<file path="src/rtl/_rr_arb8.sv">
// 8-way round-robin arbiter feeding one registered n-bit output stage with a valid/ready handshake.
// Optional ARB8_LOCK_EN adds lock[7:0] so a locked winner keeps top priority for burst transfers.
module _rr_arb8 #(
    parameter int unsigned n = 8
) (
    input  logic         clk,
    input  logic         rst,
    input  logic [7:0]   req,
    input  logic [n-1:0] in0,
    input  logic [n-1:0] in1,
    input  logic [n-1:0] in2,
    input  logic [n-1:0] in3,
    input  logic [n-1:0] in4,
    input  logic [n-1:0] in5,
    input  logic [n-1:0] in6,
    input  logic [n-1:0] in7,
`ifdef ARB8_LOCK_EN
    input  logic [7:0]   lock,
`endif
    output logic [7:0]   gnt,
    output logic [2:0]   sel,
    output logic [n-1:0] out,
    output logic         out_valid,
    input  logic         out_ready
);

    typedef enum logic {IDLE, HOLD} state_t;

    state_t       state, state_nxt;
    logic [2:0]   ptr, ptr_nxt;
    logic [2:0]   winner;
    logic [2:0]   scan_idx;
    logic         found;
    logic         load;
    logic [n-1:0] bank_lo, bank_hi, mux_out;

    // First requester at or after ptr, wrapping 7 -> 0.
    always_comb begin
        winner   = '0;
        found    = 1'b0;
        scan_idx = '0;
        for (int unsigned k = 0; k < 8; k++) begin
            scan_idx = ptr + 3'(k);
            if (!found && req[scan_idx]) begin
                winner = scan_idx;
                found  = 1'b1;
            end
        end
    end

    assign load      = (|req) && !rst && (state == IDLE || out_ready);
    assign gnt       = load ? (8'b1 << winner) : '0;
    assign sel       = load ? winner : '0;
    assign out_valid = (state == HOLD);

    always_comb begin
        bank_lo = '0;
        bank_hi = '0;
        case (sel[1:0])
            2'd0: begin bank_lo = in0; bank_hi = in4; end
            2'd1: begin bank_lo = in1; bank_hi = in5; end
            2'd2: begin bank_lo = in2; bank_hi = in6; end
            default: begin bank_lo = in3; bank_hi = in7; end
        endcase
        mux_out = sel[2] ? bank_hi : bank_lo;
    end

    always_comb begin
        state_nxt = state;
        ptr_nxt   = ptr;
        if (load) begin
            state_nxt = HOLD;
`ifdef ARB8_LOCK_EN
            ptr_nxt   = lock[winner] ? winner : winner + 3'd1;
`else
            ptr_nxt   = winner + 3'd1;
`endif
        end else if (state == HOLD && out_ready) begin
            state_nxt = IDLE;
        end
    end

    always_ff @(posedge clk) begin
        if (rst) begin
            state <= IDLE;
            ptr   <= '0;
            out   <= '0;
        end else begin
            state <= state_nxt;
            ptr   <= ptr_nxt;
            if (load) out <= mux_out;
        end
    end

endmodule

</file>
<file path="config.mk">
export PLATFORM = sky130hd
export DESIGN_NAME = _rr_arb8
export DESIGN_NICKNAME = d
export VERILOG_FILES = /design/src/rtl/_rr_arb8.sv
export SDC_FILE = /design/constraint.sdc
export NUM_CORES = 1
export LEC_CHECK = 0
export ABC_AREA = 1
export BUFFER_PORTS_ARGS = -buffer_cell sky130_fd_sc_hd__buf_4
export CAP_MARGIN = 25
export CORE_MARGIN = 2
export CORE_UTILIZATION = 50
export DETAILED_ROUTE_END_ITERATION = 10
export HOLD_SLACK_MARGIN = 0.12
export PLACE_DENSITY = 0.81
export SETUP_SLACK_MARGIN = 0.2
export SLEW_MARGIN = 10
export SYNTH_ARGS = -nofsm -noshare
export SYNTH_HDL_FRONTEND = slang
export SYNTH_SLANG_ARGS = --single-unit
</file>
<file path="constraint.sdc">
create_clock -name clk -period 4.2 [get_ports clk]
set_clock_uncertainty 0.05 [all_clocks]
set_input_delay 0 -clock clk [delete_from_list [all_inputs] [get_ports clk]]
set_output_delay 0 -clock clk [all_outputs]
set_load 0.005 [all_outputs]
</file>
# After elaboration in Yosys (flattened, before gate mapping)
# Index checks and enable logic that the tools add are counted.
# totals
elab_cells	83
in_bits	75
reg_bits	12
output_inout_bits	20
# classes
n_bitwise	1
magnitude_cmp	8
eq_ne	2
n_addsub	8
shifts	1
n_reduce_logical	22
mux	38
# ops
op	count
$pmux W8 S3	2
$lt A3 B4 Y1 const B	8
$mux W3	9
$bmux W1 S3	8
$mux W1	17
$mux W8	2
$add A3 B3 Y3 const B	4
$logic_and A1 B1 Y1	10
$logic_not A1 Y1	8
$reduce_or A8 Y1	1
$shl A1 B3 Y8 const A	1
$add A3 B1 Y3 const B	2
$add A3 B2 Y3 const B	2
$eq A2 B1 Y1 const B	1
$eq A2 B2 Y1 const B	1
$logic_not A2 Y1	1
$reduce_bool A2 Y1	1
$logic_or A1 B1 Y1	1
$not A1 Y1	1

# Longest topological paths before layout
# Gate-level depths: netlist of the first run.
# depth
depth_word	28
ltp_mapped	26

# Worst setup path before layout of the first run
# Ideal clock, no wire load.
# synth_timing
path_type	flip-flop to flip-flop
from	register ptr[0]
to	register ptr[2]
required_time_ps	4080
synth_period_minus_slack_ps	3206
path_stages_with_launch	21
n_path_buf	3
arrival_time_ps	3086
slack_ps	994
cell_sequence	dfxtp_1 buf_6 inv_2 buf_6 ha_1 inv_1 nand3_1 nand3_2 nand2_2 nor2_4 nand3_1 nand2_1 inv_1 nor2_2 nand3_4 nand2_4 buf_2 inv_1 ha_1 ha_1 a21oi_1
# synth_between
elab_chain_len	25
elab_cells_between_ends	53
# synth_lines
item	line	rtl
start, declared	30	logic [2:0] ptr, ptr_nxt;
start signal, assigned	90	ptr <= ptr_nxt;
branches (longest 23 deep; another with $add A3 B1 Y3)	n/a	
$mux W3 (*)	44	if (!found && req[scan_idx]) begin
$add A3 B1 Y3 (*)	76	ptr_nxt = winner + 3'd1;
# Mark *: on every way between the ends. The select of a mux whose other input is x is not followed.
# A chain may end at the register's enable or synchronous reset.

# Worst setup path after layout of the first run
# layout_timing
from	register ptr[0]
to	output gnt[3]
# layout_between
elab_chain_len	26
elab_cells_between_ends	54
# layout_lines
item	line	rtl
branches (longest 23 deep; another with $add A3 B1 Y3)	n/a	
$mux W3 (*)	44	
$shl A1 B3 Y8 (*)	52	assign gnt = load ? (8'b1 << winner) : '0;
$mux W8 (*)	52	
end, declared	20	output logic [7:0] gnt,
# Marked as above.

==> results of run 1 <==
==> worst paths after layout <==
| kind | from | endpoint | slack [ns] | cells past startpoint |
|---|---|---|---|---|
| max | ptr[0] | gnt[3] | 0.53 | 19 |
| min | in3[5] | out[5] | 0.13 | 7 |
| max reg2reg | ptr[0] | out[7] | 0.65 | 20 |
| min reg2reg | out[3] | out[3] | 0.49 | 4 |
==> layout make-up <==
class | count | share of cell area, %
repair buffers | 104 | 26.0
well taps | 52 | 2.09
multi-input cells | 303 | 53.6
clock buffers | 4 | 1.77
inverters | 73 | 8.79
flip-flops and latches | 12 | 7.75
==> layout by cell type (no fill, tap or decap), drive strengths merged, types with 4 or more instances in the layout <==
cell type,n
nand3,78
clkbuf,4
nor2,20
buf,97
a21oi,4
dlygate4sd3,7
o21ai,22
ha,8
inv,73
nand4,20
dfxtp,12
nand2,141
==> routing by layer <==
metal  global-route usage [%]  wire length [µm]  vias to the layer above
li1                         -                 -                     1480
met1                     35.7              2910                     1242
met2                     53.8              3830                      124
met3                     4.08               497                        8
met4                     7.97               104                        0
met5                        0                 0                        -
==> cell families after synthesis <==
logic type / count (synthesis) / synth area share [%]
and+or+nand+nor: 261 / 60.3
buffers and inverters: 88 / 16.7
AOI/OAI and AO/OA: 29 / 6.56
DFF: 12 / 10.5
adders and majority gates: 8 / 4.38
xor gates and xnor gates: 4 / 1.53
==> registers in the layout, summed over array words and instances, names as in the netlist <==
| name | flops |
|---|---|
| ptr | 3 |
| out_valid | 1 |
| out | 8 |
==> worst max-delay path, stage by stage (launching register included) <==
cell	delay, ns
sky130_fd_sc_hd__dfxtp_2	0.45
sky130_fd_sc_hd__inv_2	0.18
sky130_fd_sc_hd__ha_1	0.43
sky130_fd_sc_hd__inv_1	0.23
sky130_fd_sc_hd__nand3_1	0.17
sky130_fd_sc_hd__nand3_2	0.12
sky130_fd_sc_hd__nand2_2	0.08
sky130_fd_sc_hd__nor2_4	0.13
sky130_fd_sc_hd__nand3_1	0.10
sky130_fd_sc_hd__nand2_1	0.07
sky130_fd_sc_hd__inv_1	0.05
sky130_fd_sc_hd__nor2_2	0.14
sky130_fd_sc_hd__nand3_4	0.12
sky130_fd_sc_hd__nand2_4	0.25
sky130_fd_sc_hd__inv_1	0.14
sky130_fd_sc_hd__ha_1	0.25
sky130_fd_sc_hd__ha_1	0.20
sky130_fd_sc_hd__inv_1	0.05
sky130_fd_sc_hd__nor2_1	0.04
sky130_fd_sc_hd__buf_4	0.15
==> metrics by stage <==
step	util, %	hold WS, ns	area [µm²]	cells	setup WS [ns]
after CTS	70.5	0.120	3090	546	0.202
after detailed placement	67.6	0.134	2960	535	0.462
final	71.1	0.127	3120	548	0.530
after floorplan	-	0.0191	2290	402	0.994
after global placement	67.6	0.132	2960	535	0.544
after global routing	71.1	0.157	3120	548	0.253
==> what timing repair did <==
item	in CTS	in global routing
setup endpoints to repair	0	14
hold buffers	7	0
hold endpoints to repair	7	0
setup buffers	0	1
resized for setup	0	1
==> impl_summary.log, run 1 <==
INFO  metric numCtsBuffers = 3
INFO  metric synth.ff_latch_count = 12
INFO  metric die_w = 71.6 µm
INFO  metric synth.largest_area_cell = sky130_fd_sc_hd__nand2_1
INFO  metric fill_cells = 408
INFO  metric vias_in_the_first_global_route = 2699
INFO  metric worst-endpoint-required = 4.15 ns
INFO  metric gate_count_of_the_mapped_netlist = 402
INFO  metric routedWlPerCell = 13.4 µm
INFO  metric clkTransAtPathRegs = 0.06 ns
INFO  metric worstSetupEndpointType = output port
INFO  metric drv_slew = 0
INFO  metric detail-route-antenna-nets = 0
INFO  metric mappedNetlistNets = 485
INFO  metric netlist_area = 0.00229 mm²
INFO  metric min_path_type = in -> reg
INFO  metric synth_sequential_area_ratio = 10.5%
INFO  metric die_height = 71.6 µm
INFO  metric clock_tree_from_tritoncts = yes
INFO  metric flow.area_growth_from_synthesis = 36.3%
INFO  metric synth_flop_cell = sky130_fd_sc_hd__dfxtp_1
INFO  metric syn_avg_cell_area = 5.69 µm²
INFO  metric timing_hold_violations_final = 0
INFO  metric rsz0062_at_grt = no
INFO  metric start_util = 52.2%
INFO  metric antenna-diode-count = 0
INFO  metric max-slew-margin-rel = 66.3%
INFO  metric final_layout_size_suffix_gt1_share = 31.7%
INFO  metric synth_edf_count = 0
INFO  metric final_period_minus_worst_setup_slack = 3.67 ns
INFO  metric yosys-top-cells-count = sky130_fd_sc_hd__nand2_1, sky130_fd_sc_hd__nand3_1, sky130_fd_sc_hd__inv_1
INFO  metric yosysWarningCount = 0
INFO  metric maxCapViolations = 0
INFO  metric cts.sinks = 12
INFO  metric setup_total_negative_slack = 0 ns
INFO  metric clock_path_buffers = 2
INFO  metric num_io_pins = 95
INFO  metric grt_max_degree = 37
INFO  metric std_cell_rows = 24
INFO  metric tightestPinTransition = 0.506 ns
INFO  metric ws_path_type = reg -> out
INFO  metric drt-pass1-iter-count = 5
INFO  metric multiInputGateArea = 0.00167 mm²
INFO  metric route.vias.total = 2854
INFO  metric detailed_place_hpwl = 5.75 mm
INFO  metric run_status = finished, final reports clean
INFO  metric drt-initial-drc-count = 143
INFO  metric post_synth_main_area_contributors = sky130_fd_sc_hd__nand2_1, sky130_fd_sc_hd__nand3_1, sky130_fd_sc_hd__dfxtp_1, sky130_fd_sc_hd__inv_1, sky130_fd_sc_hd__nand4_1
INFO  metric gp_routability_congestion = 0.944
INFO  metric grt_pass1_wl = 12.2 mm
INFO  metric most_frequent_cell_after_synthesis = sky130_fd_sc_hd__nand2_1
INFO  metric fmaxAchievable = 0.272 GHz
INFO  metric critical_path_peak_fanout = 20
INFO  metric buffer_ports.inserted = 94
INFO  metric fin_nets = 580
INFO  metric drc_errors = 0
INFO  metric drt-vias-per-instance = 5.21
INFO  metric ctsHtreeMaxLevel = 1
INFO  metric die-area = 0.00513 mm²
INFO  metric finalWirelength = 7.34 mm
INFO  metric grt_overflow_total = 0
INFO  metric yosysUniqueCellTypes = 30
INFO  metric ctsRootBufferMaster = sky130_fd_sc_hd__clkbuf_8
INFO  metric setup_viol_count_final = 0
INFO  metric placeableCoreArea = 0.00438 mm²
INFO  metric top_cell_type_s_share_of_synthesized_area = 20.4%
INFO  metric antenna_found_initial = 0
INFO  metric critical_path_arrival = 3.62 ns
INFO  metric synth-async-reset-ratio = 0%
INFO  metric period_share = 87.4%
INFO  metric groute.usage.overall = 29.4%
INFO  metric timing.critical_path.from_type = flop
INFO  metric clock_latency = 0.25 ns
INFO  metric regArea = 241 µm²
Power of run 1 is not shown: default switching activity piles up to over one toggle a cycle in this logic, so the estimate is an artifact.
==> run 2, diff against run 1 <==
--- a/config.mk
+++ b/config.mk
@@ -5,14 +5,13 @@
 export SDC_FILE = /design/constraint.sdc
 export NUM_CORES = 1
 export LEC_CHECK = 0
-export ABC_AREA = 1
 export BUFFER_PORTS_ARGS = -buffer_cell sky130_fd_sc_hd__buf_4
 export CAP_MARGIN = 25
 export CORE_MARGIN = 2
-export CORE_UTILIZATION = 50
+export CORE_UTILIZATION = 48
 export DETAILED_ROUTE_END_ITERATION = 10
 export HOLD_SLACK_MARGIN = 0.12
-export PLACE_DENSITY = 0.81
+export PLACE_DENSITY = 0.79
 export SETUP_SLACK_MARGIN = 0.2
 export SLEW_MARGIN = 10
 export SYNTH_ARGS = -nofsm -noshare
==> impl_summary.log, run 2 <==
INFO  metric run_status = finished, final reports clean
INFO  metric gate_count_of_the_mapped_netlist = 261 (-35%)
INFO  metric grt_overflow_total = 0 (unchanged)
INFO  metric power.density = 737 mW/mm²
INFO  metric std_cell_rows = 24 (unchanged)
INFO  metric grt_pass1_wl = 12.1 mm (-0.68%)
INFO  metric clock_path_buffers = 2 (unchanged)
INFO  metric timing.critical_path.cells = inv_4, ha_4, buf_4, mux4_2, mux2i_2, a32oi_1, nor3b_2, and2_1, nor3b_4, nor2_1, buf_4, ha_1, ha_1, and2_1, buf_4
INFO  metric start_util = 49.4% (-2.8 points)
INFO  metric drt-vias-per-instance = 6.19 (+19%)
INFO  metric place.detailed.instances = 399 (-25%)
INFO  metric die-area = 0.00496 mm² (-3.3%)
INFO  metric placeableCoreArea = 0.00429 mm² (-2.1%)
INFO  metric num_io_pins = 95 (unchanged)
INFO  metric min_path_type = in -> reg
INFO  metric most_used_cells_in_the_layout_excluding_fill_and_tap_cells = sky130_fd_sc_hd__buf_4, sky130_fd_sc_hd__nand2_1, sky130_fd_sc_hd__nor2_1
INFO  metric antenna-diode-count = 0 (unchanged)
INFO  metric p_sw = 1.20 mW
INFO  metric netlist_area = 0.00212 mm² (-7.3%)
INFO  metric power.static_leakage = 1.43 nW
INFO  metric timing_hold_violations_final = 0 (unchanged)
INFO  metric largest_reg_flops = 8 (unchanged)
INFO  metric critical-path-top-cell-by-count = sky130_fd_sc_hd__buf_4
INFO  metric route.vias.total = 2673 (-6.3%)
INFO  metric setup_total_negative_slack = 0 ns (unchanged)
INFO  metric utilization = 75.1% (+4.0 points)
INFO  metric drt-pass1-iter-count = 4 (-1)
INFO  metric worst_ir_drop_vdd = 0.427 mV
INFO  metric finalWirelength = 7.86 mm (+7.0%)
INFO  metric timing.critical_path.from_type = flop
INFO  metric groute.usage.overall = 30.0% (+0.66 points)
INFO  metric setup_viol_count_final = 0 (unchanged)
INFO  metric layout_commonest_cell = sky130_fd_sc_hd__buf_4
INFO  metric drc_errors = 0 (unchanged)
INFO  metric critical_path_peak_fanout = 11 (-45%)
INFO  metric flow.area_growth_from_synthesis = 52.1%
INFO  metric power.switching_fraction = 50.3%
INFO  metric detailed_place_hpwl = 5.36 mm (-6.8%)
INFO  metric die_w = 70.5 µm (-1.7%)
INFO  metric ws_path_type = reg -> out
INFO  metric whs = 0.128 ns (+0.00175 ns)
INFO  metric ctsHtreeMaxLevel = 1 (unchanged)
INFO  metric clkTransAtPathRegs = 0.06 ns (about the same)
INFO  metric most_frequent_cell_after_synthesis = sky130_fd_sc_hd__nand2_1
INFO  metric die_height = 70.5 µm (-1.7%)
INFO  metric detail-route-antenna-nets = 0 (unchanged)
INFO  metric final_critical_path_setup_slack = 0.344 ns (-0.186 ns)
INFO  metric clock_latency = 0.24 ns (about the same)
INFO  metric synth-async-reset-ratio = 0% (unchanged)
INFO  metric power.share.sequential = 8.4%
INFO  metric synth.ff_latch_count = 12 (unchanged)
INFO  metric vias_in_the_first_global_route = 2563 (-5.0%)
INFO  metric routedWlPerCell = 18.2 µm (+36%)
INFO  metric rsz0062_at_grt = no
INFO  metric gp_routability_congestion = 1.01 (+6.5%)
INFO  metric comb_power_share = 86.0%
INFO  metric drt-initial-drc-count = 287 (+100%)
INFO  metric buffer_ports.inserted = 94 (unchanged)
INFO  metric maxCapViolations = 0 (unchanged)
INFO  metric worst-endpoint-required = 4.15 ns (about the same)
INFO  metric dpl_cell_area = 0.00284 mm² (-4.1%)
INFO  metric antenna_found_initial = 0 (unchanged)
INFO  metric yosys-top-cells-count = sky130_fd_sc_hd__nand2_1, sky130_fd_sc_hd__nor2_1, sky130_fd_sc_hd__o21ai_0
INFO  metric largest-register = out
INFO  metric synth_flop_cell = sky130_fd_sc_hd__dfxtp_1
INFO  metric mappedNetlistNets = 344 (-29%)
INFO  metric cellInternalPower = 1.18 mW
INFO  metric max-slew-margin-rel = 58.0% (-8.2 points)
INFO  metric synth_sequential_area_ratio = 11.3% (+0.83 points)
INFO  metric pwr-share-clk = 5.6%
INFO  metric clock_tree_from_tritoncts = yes
INFO  metric grt_max_degree = 21 (-43%)
INFO  metric syn_avg_cell_area = 8.12 µm² (+43%)
INFO  metric synth_edf_count = 0 (unchanged)
INFO  metric worstSetupEndpointType = output port
INFO  metric fmaxAchievable = 0.259 GHz (-4.8%)
INFO  metric crit_path_top_delay_cell = sky130_fd_sc_hd__mux4_2
INFO  metric final_cells = 432 (-21%)
INFO  metric final_layout_size_suffix_gt1_share = 40.3% (+8.6 points)
INFO  metric fin_area = 0.00322 mm² (+3.5%)
INFO  metric synth.largest_area_cell = sky130_fd_sc_hd__mux4_2
INFO  metric post_synth_main_area_contributors = sky130_fd_sc_hd__mux4_2, sky130_fd_sc_hd__dfxtp_1, sky130_fd_sc_hd__mux2i_1, sky130_fd_sc_hd__o21ai_0, sky130_fd_sc_hd__nand2_1
INFO  metric drv_slew = 0 (unchanged)
INFO  metric numCtsBuffers = 3 (unchanged)
INFO  metric yosysUniqueCellTypes = 57 (+90%)
INFO  metric cpPeakStageDelay = 0.50 ns (+0.05 ns)
INFO  metric final_period_minus_worst_setup_slack = 3.86 ns (+0.186 ns)
INFO  metric power.total = 2.38 mW
INFO  metric dp_slack = 0.0766 ns (-0.385 ns)
INFO  metric ctsRootBufferMaster = sky130_fd_sc_hd__clkbuf_8
INFO  metric cts.sinks = 12 (unchanged)
INFO  metric critical_path_arrival = 3.81 ns (+0.19 ns)
INFO  metric top_cell_type_s_share_of_synthesized_area = 15.9% (-4.4 points)
INFO  metric period_share = 91.8% (+4.4 points)
INFO  metric yosysWarningCount = 0 (unchanged)
INFO  metric fin_nets = 464 (-20%)
INFO  metric tightestPinTransition = 0.629 ns (+0.123 ns)
## run 2: cell types whose count changed after synthesis, sizes merged, moves of 11 or more
| cell | change |
|---|---|
| inv | -60 |
| mux2i | +12 |
| nand3 | -70 |
| mux4 | +16 |
| and2 | +11 |
| nand4 | -18 |
| nand2 | -113 |
## run 2: cells by family after synthesis
group | after synthesis | synth area share (%)
AND/OR/NAND/NOR | 108 | 27.2
AO/OA/AOI/OAI | 70 | 23.6
multiplexers | 31 | 24.6
buffers and inverters | 30 | 7.73
flip-flops | 12 | 11.3
adder cells (fa/ha/maj) | 8 | 4.72
XOR/XNOR | 2 | 0.827
## run 2: metal layers
metal | vias up | part of all wire, % | routed length, µm | track usage, %
li1 | 1227 | - | - | -
met1 | 1268 | 40 | 3100 | 38.2
met2 | 157 | 50 | 3930 | 50.5
met3 | 21 | 8.0 | 625 | 5.48
met4 | 0 | 2.5 | 195 | 10.7
met5 | - | 0 | 0 | 0
## run 2: worst paths after layout
check,cells past startpoint,slack [ns],endpoint,start
worst min register to register,2,0.51,out[7],out[7]
worst min-delay path,4,0.13,out_valid,req[7]
worst max-delay path,15,0.34,gnt[3],ptr[0]
worst max register to register,15,0.38,out[2],ptr[0]
## run 2: area by class of cell
| class | instances | area, µm² |
|---|---|---|
| Clock buffer | 4 | 55.1 |
| Tap cell | 52 | 65.1 |
| Fill cell | 309 | 1070 |
| Multi-Input combinational cell | 220 | 1780 |
| Sequential cell | 12 | 240 |
| Timing Repair Buffer | 129 | 1010 |
| Inverter | 15 | 71.3 |
## run 2: critical path: cells and delay by family, from the launching register on
kind,cells,cell delay [ns]
DFF,1,0.41
and+or+nand+nor,5,1.06
AOI/OAI and AO/OA,1,0.11
buffers and inverters,4,0.55
adders and majority gates,3,0.72
muxes,2,0.70
## run 2: what timing repair did
item                                    CTS  global route
cloned                                    0             1
endpoints found under the hold margin    11             0
resized for setup                         4             9
pin swaps                                 2             2
hold buffers                             18             0
endpoints found under the setup margin   11            17
buffers inserted                          3             7
## run 2: power groups by stage
stage / clock network [mW] / logic [mW] / registers (mW)
2_1_floorplan: 0 / 1.32 / 0.184
3_3_place_gp: 0 / 1.75 / 0.193
3_5_place_dp: 0 / 1.78 / 0.196
4_1_cts: 0.135 / 1.86 / 0.194
5_1_grt: 0.138 / 2.22 / 0.203
6_report: 0.133 / 2.04 / 0.199
No activity file was read; power rests on OpenSTA's default activity.
